===== src/rtl/timer_pkg.sv =====
// Shared definitions for the Game Boy style timer: register offsets,
// TAC field positions and the overflow-sequencing state type.
package timer_pkg;

    localparam logic [15:0] OFS_DIV  = 16'd0;
    localparam logic [15:0] OFS_TIMA = 16'd1;
    localparam logic [15:0] OFS_TMA  = 16'd2;
    localparam logic [15:0] OFS_TAC  = 16'd3;

    localparam int TAC_EN_BIT  = 2;
    localparam int TAC_SEL_MSB = 1;
    localparam int TAC_SEL_LSB = 0;

    typedef enum logic [1:0] {
        IDLE   = 2'd0,
        WAIT   = 2'd1,
        RELOAD = 2'd2
    } ovf_state_e;

endpackage


===== src/rtl/timer_div_counter.sv =====
// Free-running divider with tap mux and falling-edge detector; the tick
// fires in the same clock the selected (enabled) divider bit drops.
module timer_div_counter
    import timer_pkg::*;
#(
    parameter int DIV_W = 16,
    parameter int TAP0  = 9,
    parameter int TAP1  = 3,
    parameter int TAP2  = 5,
    parameter int TAP3  = 7
) (
    input  logic       clock,
    input  logic       reset_n,
    input  logic       div_clr_i,
    input  logic       tac_en_i,
    input  logic [1:0] tac_sel_i,
    output logic [7:0] div_o,
    output logic       tick_o
);

    logic [DIV_W-1:0] cnt_q, cnt_d;
    logic             sig_q, sig_d;
    logic             tap_bit;

    // Edge detection compares the post-edge signal against the stored one,
    // so DIV clears and TAC rewrites produce ticks just like counting does.
    always_comb begin
        cnt_d   = div_clr_i ? '0 : cnt_q + DIV_W'(1);
        tap_bit = 1'b0;
        unique case (tac_sel_i)
            2'b00:   tap_bit = cnt_d[TAP0];
            2'b01:   tap_bit = cnt_d[TAP1];
            2'b10:   tap_bit = cnt_d[TAP2];
            default: tap_bit = cnt_d[TAP3];
        endcase
        sig_d  = tac_en_i & tap_bit;
        tick_o = sig_q & ~sig_d;
    end

    always_ff @(posedge clock or negedge reset_n) begin
        if (!reset_n) begin
            cnt_q <= '0;
            sig_q <= 1'b0;
        end else begin
            cnt_q <= cnt_d;
            sig_q <= sig_d;
        end
    end

    assign div_o = cnt_q[DIV_W-1 -: 8];

endmodule


===== src/rtl/gb_timer_param.sv =====
// Game Boy timer (DIV/TIMA/TMA/TAC). Define TIMER_OVF_DELAY_EN for the
// 4-clock overflow window before reload; otherwise reload is immediate.
module gb_timer_param
    import timer_pkg::*;
#(
    parameter int          DIV_W     = 16,
    parameter logic [15:0] BASE_ADDR = 16'hFF04,
    parameter int          TAP0      = 9,
    parameter int          TAP1      = 3,
    parameter int          TAP2      = 5,
    parameter int          TAP3      = 7
) (
    input  logic        clock,
    input  logic        reset_n,
    input  logic [15:0] A_mmu,
    input  logic [7:0]  Di_mmu,
    output logic [7:0]  Do_mmu,
    input  logic        wr_mmu,
    input  logic        rd_mmu,
    input  logic        cs_mmu,
    output logic        timerIRQ
);

    localparam logic [15:0] ADDR_DIV  = BASE_ADDR + OFS_DIV;
    localparam logic [15:0] ADDR_TIMA = BASE_ADDR + OFS_TIMA;
    localparam logic [15:0] ADDR_TMA  = BASE_ADDR + OFS_TMA;
    localparam logic [15:0] ADDR_TAC  = BASE_ADDR + OFS_TAC;

    logic [7:0] tima_q, tma_q, tma_d;
    logic [2:0] tac_q, tac_d;
    logic       irq_q;
    logic [7:0] div_byte;
    logic       tick;
    logic       wr_en, rd_en;
    logic       wr_div, wr_tima, wr_tma, wr_tac;

    assign wr_en   = cs_mmu & wr_mmu;
    assign rd_en   = cs_mmu & rd_mmu;
    assign wr_div  = wr_en & (A_mmu == ADDR_DIV);
    assign wr_tima = wr_en & (A_mmu == ADDR_TIMA);
    assign wr_tma  = wr_en & (A_mmu == ADDR_TMA);
    assign wr_tac  = wr_en & (A_mmu == ADDR_TAC);

    assign tac_d = wr_tac ? Di_mmu[2:0] : tac_q;
    assign tma_d = wr_tma ? Di_mmu : tma_q;

    // The divider sees next-state TAC so an enable/select change in this
    // clock is edge-detected in the same clock.
    timer_div_counter #(
        .DIV_W(DIV_W), .TAP0(TAP0), .TAP1(TAP1), .TAP2(TAP2), .TAP3(TAP3)
    ) u_div (
        .clock     (clock),
        .reset_n   (reset_n),
        .div_clr_i (wr_div),
        .tac_en_i  (tac_d[TAC_EN_BIT]),
        .tac_sel_i (tac_d[TAC_SEL_MSB:TAC_SEL_LSB]),
        .div_o     (div_byte),
        .tick_o    (tick)
    );

`ifdef TIMER_OVF_DELAY_EN
    ovf_state_e ovf_q;
    logic [1:0] wcnt_q;
`endif

    always_ff @(posedge clock or negedge reset_n) begin
        if (!reset_n) begin
            tima_q <= 8'h00;
            tma_q  <= 8'h00;
            tac_q  <= 3'b000;
            irq_q  <= 1'b0;
`ifdef TIMER_OVF_DELAY_EN
            ovf_q  <= IDLE;
            wcnt_q <= 2'd0;
`endif
        end else begin
            tma_q <= tma_d;
            tac_q <= tac_d;
            irq_q <= 1'b0;
`ifdef TIMER_OVF_DELAY_EN
            // TIMA holds 00 for four clocks; a CPU write anywhere in the
            // window (including the reload clock) aborts the reload.
            unique case (ovf_q)
                IDLE: begin
                    if (wr_tima) begin
                        tima_q <= Di_mmu;
                    end else if (tick) begin
                        if (tima_q == 8'hFF) begin
                            tima_q <= 8'h00;
                            ovf_q  <= WAIT;
                            wcnt_q <= 2'd0;
                        end else begin
                            tima_q <= tima_q + 8'd1;
                        end
                    end
                end
                WAIT: begin
                    if (wr_tima) begin
                        tima_q <= Di_mmu;
                        ovf_q  <= IDLE;
                    end else begin
                        wcnt_q <= wcnt_q + 2'd1;
                        if (wcnt_q == 2'd2) ovf_q <= RELOAD;
                    end
                end
                RELOAD: begin
                    ovf_q <= IDLE;
                    if (wr_tima) begin
                        tima_q <= Di_mmu;
                    end else begin
                        tima_q <= tma_d;
                        irq_q  <= 1'b1;
                    end
                end
                default: ovf_q <= IDLE;
            endcase
`else
            if (wr_tima) begin
                tima_q <= Di_mmu;
            end else if (tick) begin
                if (tima_q == 8'hFF) begin
                    tima_q <= tma_d;
                    irq_q  <= 1'b1;
                end else begin
                    tima_q <= tima_q + 8'd1;
                end
            end
`endif
        end
    end

    always_comb begin
        Do_mmu = 8'h00;
        if (rd_en) begin
            if (A_mmu == ADDR_DIV)       Do_mmu = div_byte;
            else if (A_mmu == ADDR_TIMA) Do_mmu = tima_q;
            else if (A_mmu == ADDR_TMA)  Do_mmu = tma_q;
            else if (A_mmu == ADDR_TAC)  Do_mmu = {5'b11111, tac_q};
        end
    end

    assign timerIRQ = irq_q;

endmodule


===== config.mk =====
export PLATFORM = sky130hd
export DESIGN_NAME = gb_timer_param
export DESIGN_NICKNAME = d
export VERILOG_FILES = /design/src/rtl/timer_pkg.sv /design/src/rtl/timer_div_counter.sv /design/src/rtl/gb_timer_param.sv
export SDC_FILE = /design/constraint.sdc
export NUM_CORES = 1
export LEC_CHECK = 0
export BUFFER_PORTS_ARGS = -buffer_cell sky130_fd_sc_hd__buf_2
export CORE_MARGIN = 1
export CORE_UTILIZATION = 40
export CTS_CLUSTER_SIZE = 30
export DETAILED_ROUTE_END_ITERATION = 8
export HOLD_SLACK_MARGIN = 0.02
export REMOVE_ABC_BUFFERS = 1
export SLEW_MARGIN = 10
export SYNTH_ARGS = -nofsm -noshare
export SYNTH_HDL_FRONTEND = slang
export SYNTH_SLANG_ARGS = --single-unit

===== constraint.sdc =====
create_clock -name clock -period 5.2 [get_ports clock]
set_clock_uncertainty 0.1 [all_clocks]
set_input_delay 1.04 -clock clock [delete_from_list [all_inputs] [get_ports clock]]
set_output_delay 1.04 -clock clock [all_outputs]
set_load 0.1 [all_outputs]

==> impl_results.md <==
- Status: complete, no violations
- DRC viols: 0
- Worst path arrival time: 2.81 ns
- Crit-path max cell delay: 0.53 ns
- Setup bufs post-CTS: 0
- Clock Latency Late Sink: 0.28 ns
- Complex-gate fraction of the synthesized area: 10.2%
- Worst slack at placement: 1.08 ns
- Largest family of logic cells by synthesized area: simple AND/OR/NAND/NOR gates
- Vias after detailed routing: 1,870
- P per Cell Area: 258 nW/um^2
- Total GRT Usage: 20.0%
- Slack of the critical path: 1.25 ns
- Avg Cell Area, Syn: 9.75 um^2
- Max-slew violation count: 0
- Detailed router's first-iteration violation count: 59
- Crit path launch type: input pin
- Final Util: 49.0%
- Post-synthesis mux area share: 14.3%
- Post-Place Cell Area: 2500 um^2
- Max_slew headroom: 42.7%
- Mapped Area: 2250 um^2
- I/O pin cnt: 38
- CTS tree: done
- Number of global-route vias before repair: 1,919
- Initial antenna violation count: 0
- Post-layout power: 0.668 mW
- Crit-path cells: buf_2 -> nor4b_1 -> nand3_1 -> nor2b_1 -> buf_2
- Post-Syn Instances: 231
- Placed insts: 332
- Reg2reg end: tima_q[1]$_DFFE_PN0P_
- CTS Root Cell: clkbuf_8
- Fin. Hold Viols: 0
- CP Max Fanout: 8
- Share of the yosys chip area belonging to registers: 41.1%
- CP startpoint: A_mmu[5]
- Post-Synth XOR/XNOR Area: 6.22%
- DR pass1 iterations: 4
- DRT Wirelength: 5250 um
- Worst Setup EP: Do_mmu[2]
- FP Rows: 26
- Post-Synth Simple-Gate Area: 24.5%
- Detail Route Antenna Nets: 0
- Fillers: 529
- First-pass GRT wire length: 9290 um
- CP most frequent cell: buf_2
- H-tree levels: 2
- R2R Path Start: u_div.cnt_q[2]$_DFF_PN0_
- DPL Wire Length: 3930 um
- Synth Area in Adders: 1.11%
- Core area: 5270 um^2
- Vias per Instance: 5.52
- Setup crit end kind: primary output
- Crit Path Category: in -> out
- Area Overhead vs Synth: 14.7%
- IO Port Bufs: 37
- # setup viols final: 0
- Fin cells: 339
- Final Instance Area: 2580 um^2
- Worst-Margin Slew: 0.859 ns
- Peak supply drop: 133 uV
- Pin count of the biggest net entering global routing: 38
- Most frequent cells in the layout: buf_2, dfrtp_1, nor2_1, nand2_1, mux2_2
- Max-cap violations: 0
- Worst path depth: 5
- FF+latch count, synth: 37
- CP max stage cell: nor4b_1
- Total negative slack: 0 ns
- Number of CTS-inserted buffers: 5
- Die width: 77.0 um
- Largest delay share family, worst path: simple AND/OR/NAND/NOR gates
- Top_reg_cell synth: dfrtp_1
- RePlAce Congestion: 0.914
- WP data required: 4.06 ns
- Share of layout cells above drive strength 1: 25.7%
- Longest Clk Path Bufs: 2
- Hold Crit Class: reg -> reg
- Layout Nets: 300
- Vert. Die Dim: 77.0 um
- Clk sinks: 37
- Die area: 5930 um^2
- Number of distinct library cells after synthesis: 47
- Clk slew on worst S/H paths: 0.07 ns
- # diodes: 0
- Leak Pwr: 1.11 nW
- Grt ovf: 0
- R2r worst-path depth: 8
- RSZ-0062 raised after global routing: no
- Hold buffer count at CTS: 0
- Routed len/inst: 15.5 um
- Setup slack, reg-to-reg: 2.74 ns
- WHS: 0.421 ns
- Ys Warns: 0
- Part of the cycle the worst path needs: 76.0%
- Final period demand of the worst path: 3.95 ns
- Max Clock Freq: 253 MHz
- Initial Utilization: 42.7%
- Buf/Inv on CP: 2
- EDFF count, synth: 0
- Post_cts resized: 0
- Synth async-reset ratio: 100%
metal layers:
layer	up-vias	global-route usage, %	share of wire, %
li1	922	-	-
met1	919	27.5	51
met2	25	32.0	46
met3	4	3.69	2.3
met4	0	6.04	0.78
met5	-	0	0
cells in the mapped netlist (3+ instances only):
cell type / number / area share, %
a21oi_1: 4 / 0.89
inv_1: 6 / 1.0
nor2_1: 30 / 5.0
o22ai_1: 8 / 2.2
nand2_1: 17 / 2.8
mux2i_1: 3 / 1.3
nand3_1: 14 / 3.1
mux2_2: 16 / 8.0
a211oi_1: 4 / 1.3
nand4b_1: 3 / 1.2
dfrtp_1: 37 / 41
xor2_1: 8 / 3.1
nand4_1: 10 / 2.8
o21ai_0: 7 / 1.6
nor2b_1: 7 / 1.9
xnor2_1: 8 / 3.1
mux4_2: 3 / 3.0
and2_1: 5 / 1.4
clkbuf_1: 4 / 0.67
mux2_4: 3 / 2.0
worst reg2reg max path, stage by stage (launching register included):
cell and delay [ns]:
dfrtp_1 0.42, nand4_1 0.16, nor2_1 0.19, nand3_1 0.11, xor2_1 0.22, a211oi_1 0.16
nor3_4 0.39, mux2_4 0.34, mux2_4 0.25
area by class of cell:
cell class | count | area [um^2] | share of cell area [%]
Sequential cell | 37 | 926 | 35.8
Inverter | 6 | 22.5 | 0.872
Tap cell | 70 | 87.6 | 3.39
Multi-Input combinational cell | 181 | 1270 | 49.1
Timing Repair Buffer | 38 | 193 | 7.46
Clock buffer | 7 | 86.3 | 3.34
registers in the layout, indices dropped and copies added (netlist names):
| name | flops |
|---|---|
| tac_q | 3 |
| tima_q | 8 |
| timerIRQ | 1 |
| tma_q | 8 |
| u_div.cnt_q | 16 |
| u_div.sig_q | 1 |
kinds of logic (layout without fill, tap and decap cells):
logic type      count (synthesis)  count (layout)
buf+inv                        13              51
mux                            25              25
flops                          37              37
xor+xnor                       16              16
simple gates                  104             104
fa+ha+maj                       2               2
compound gates                 34              34
how the worst min path moves through the flow:
stage | cells after the start | to | slack (ns) | from
2_1_floorplan | 2 | tma_q[4]$_DFF_PN0_ | 0.38 | tma_q[4]$_DFF_PN0_
3_3_place_gp | 1 | tma_q[0]$_DFF_PN0_ | 0.41 | tma_q[0]$_DFF_PN0_
3_5_place_dp | 1 | u_div.cnt_q[0]$_DFF_PN0_ | 0.42 | u_div.cnt_q[0]$_DFF_PN0_
4_1_cts | 1 | u_div.cnt_q[0]$_DFF_PN0_ | 0.43 | u_div.cnt_q[0]$_DFF_PN0_
5_1_grt | 1 | u_div.cnt_q[0]$_DFF_PN0_ | 0.46 | u_div.cnt_q[0]$_DFF_PN0_
6_report | 1 | u_div.cnt_q[0]$_DFF_PN0_ | 0.42 | u_div.cnt_q[0]$_DFF_PN0_
report_power, final:
group | internal [mW] | switching, mW
Combinational | 0.0523 | 0.0457
Clock | 0.105 | 0.0970
Sequential | 0.324 | 0.0433
Total | 0.482 | 0.186
Note: power is estimated with default switching activity, not from simulation.
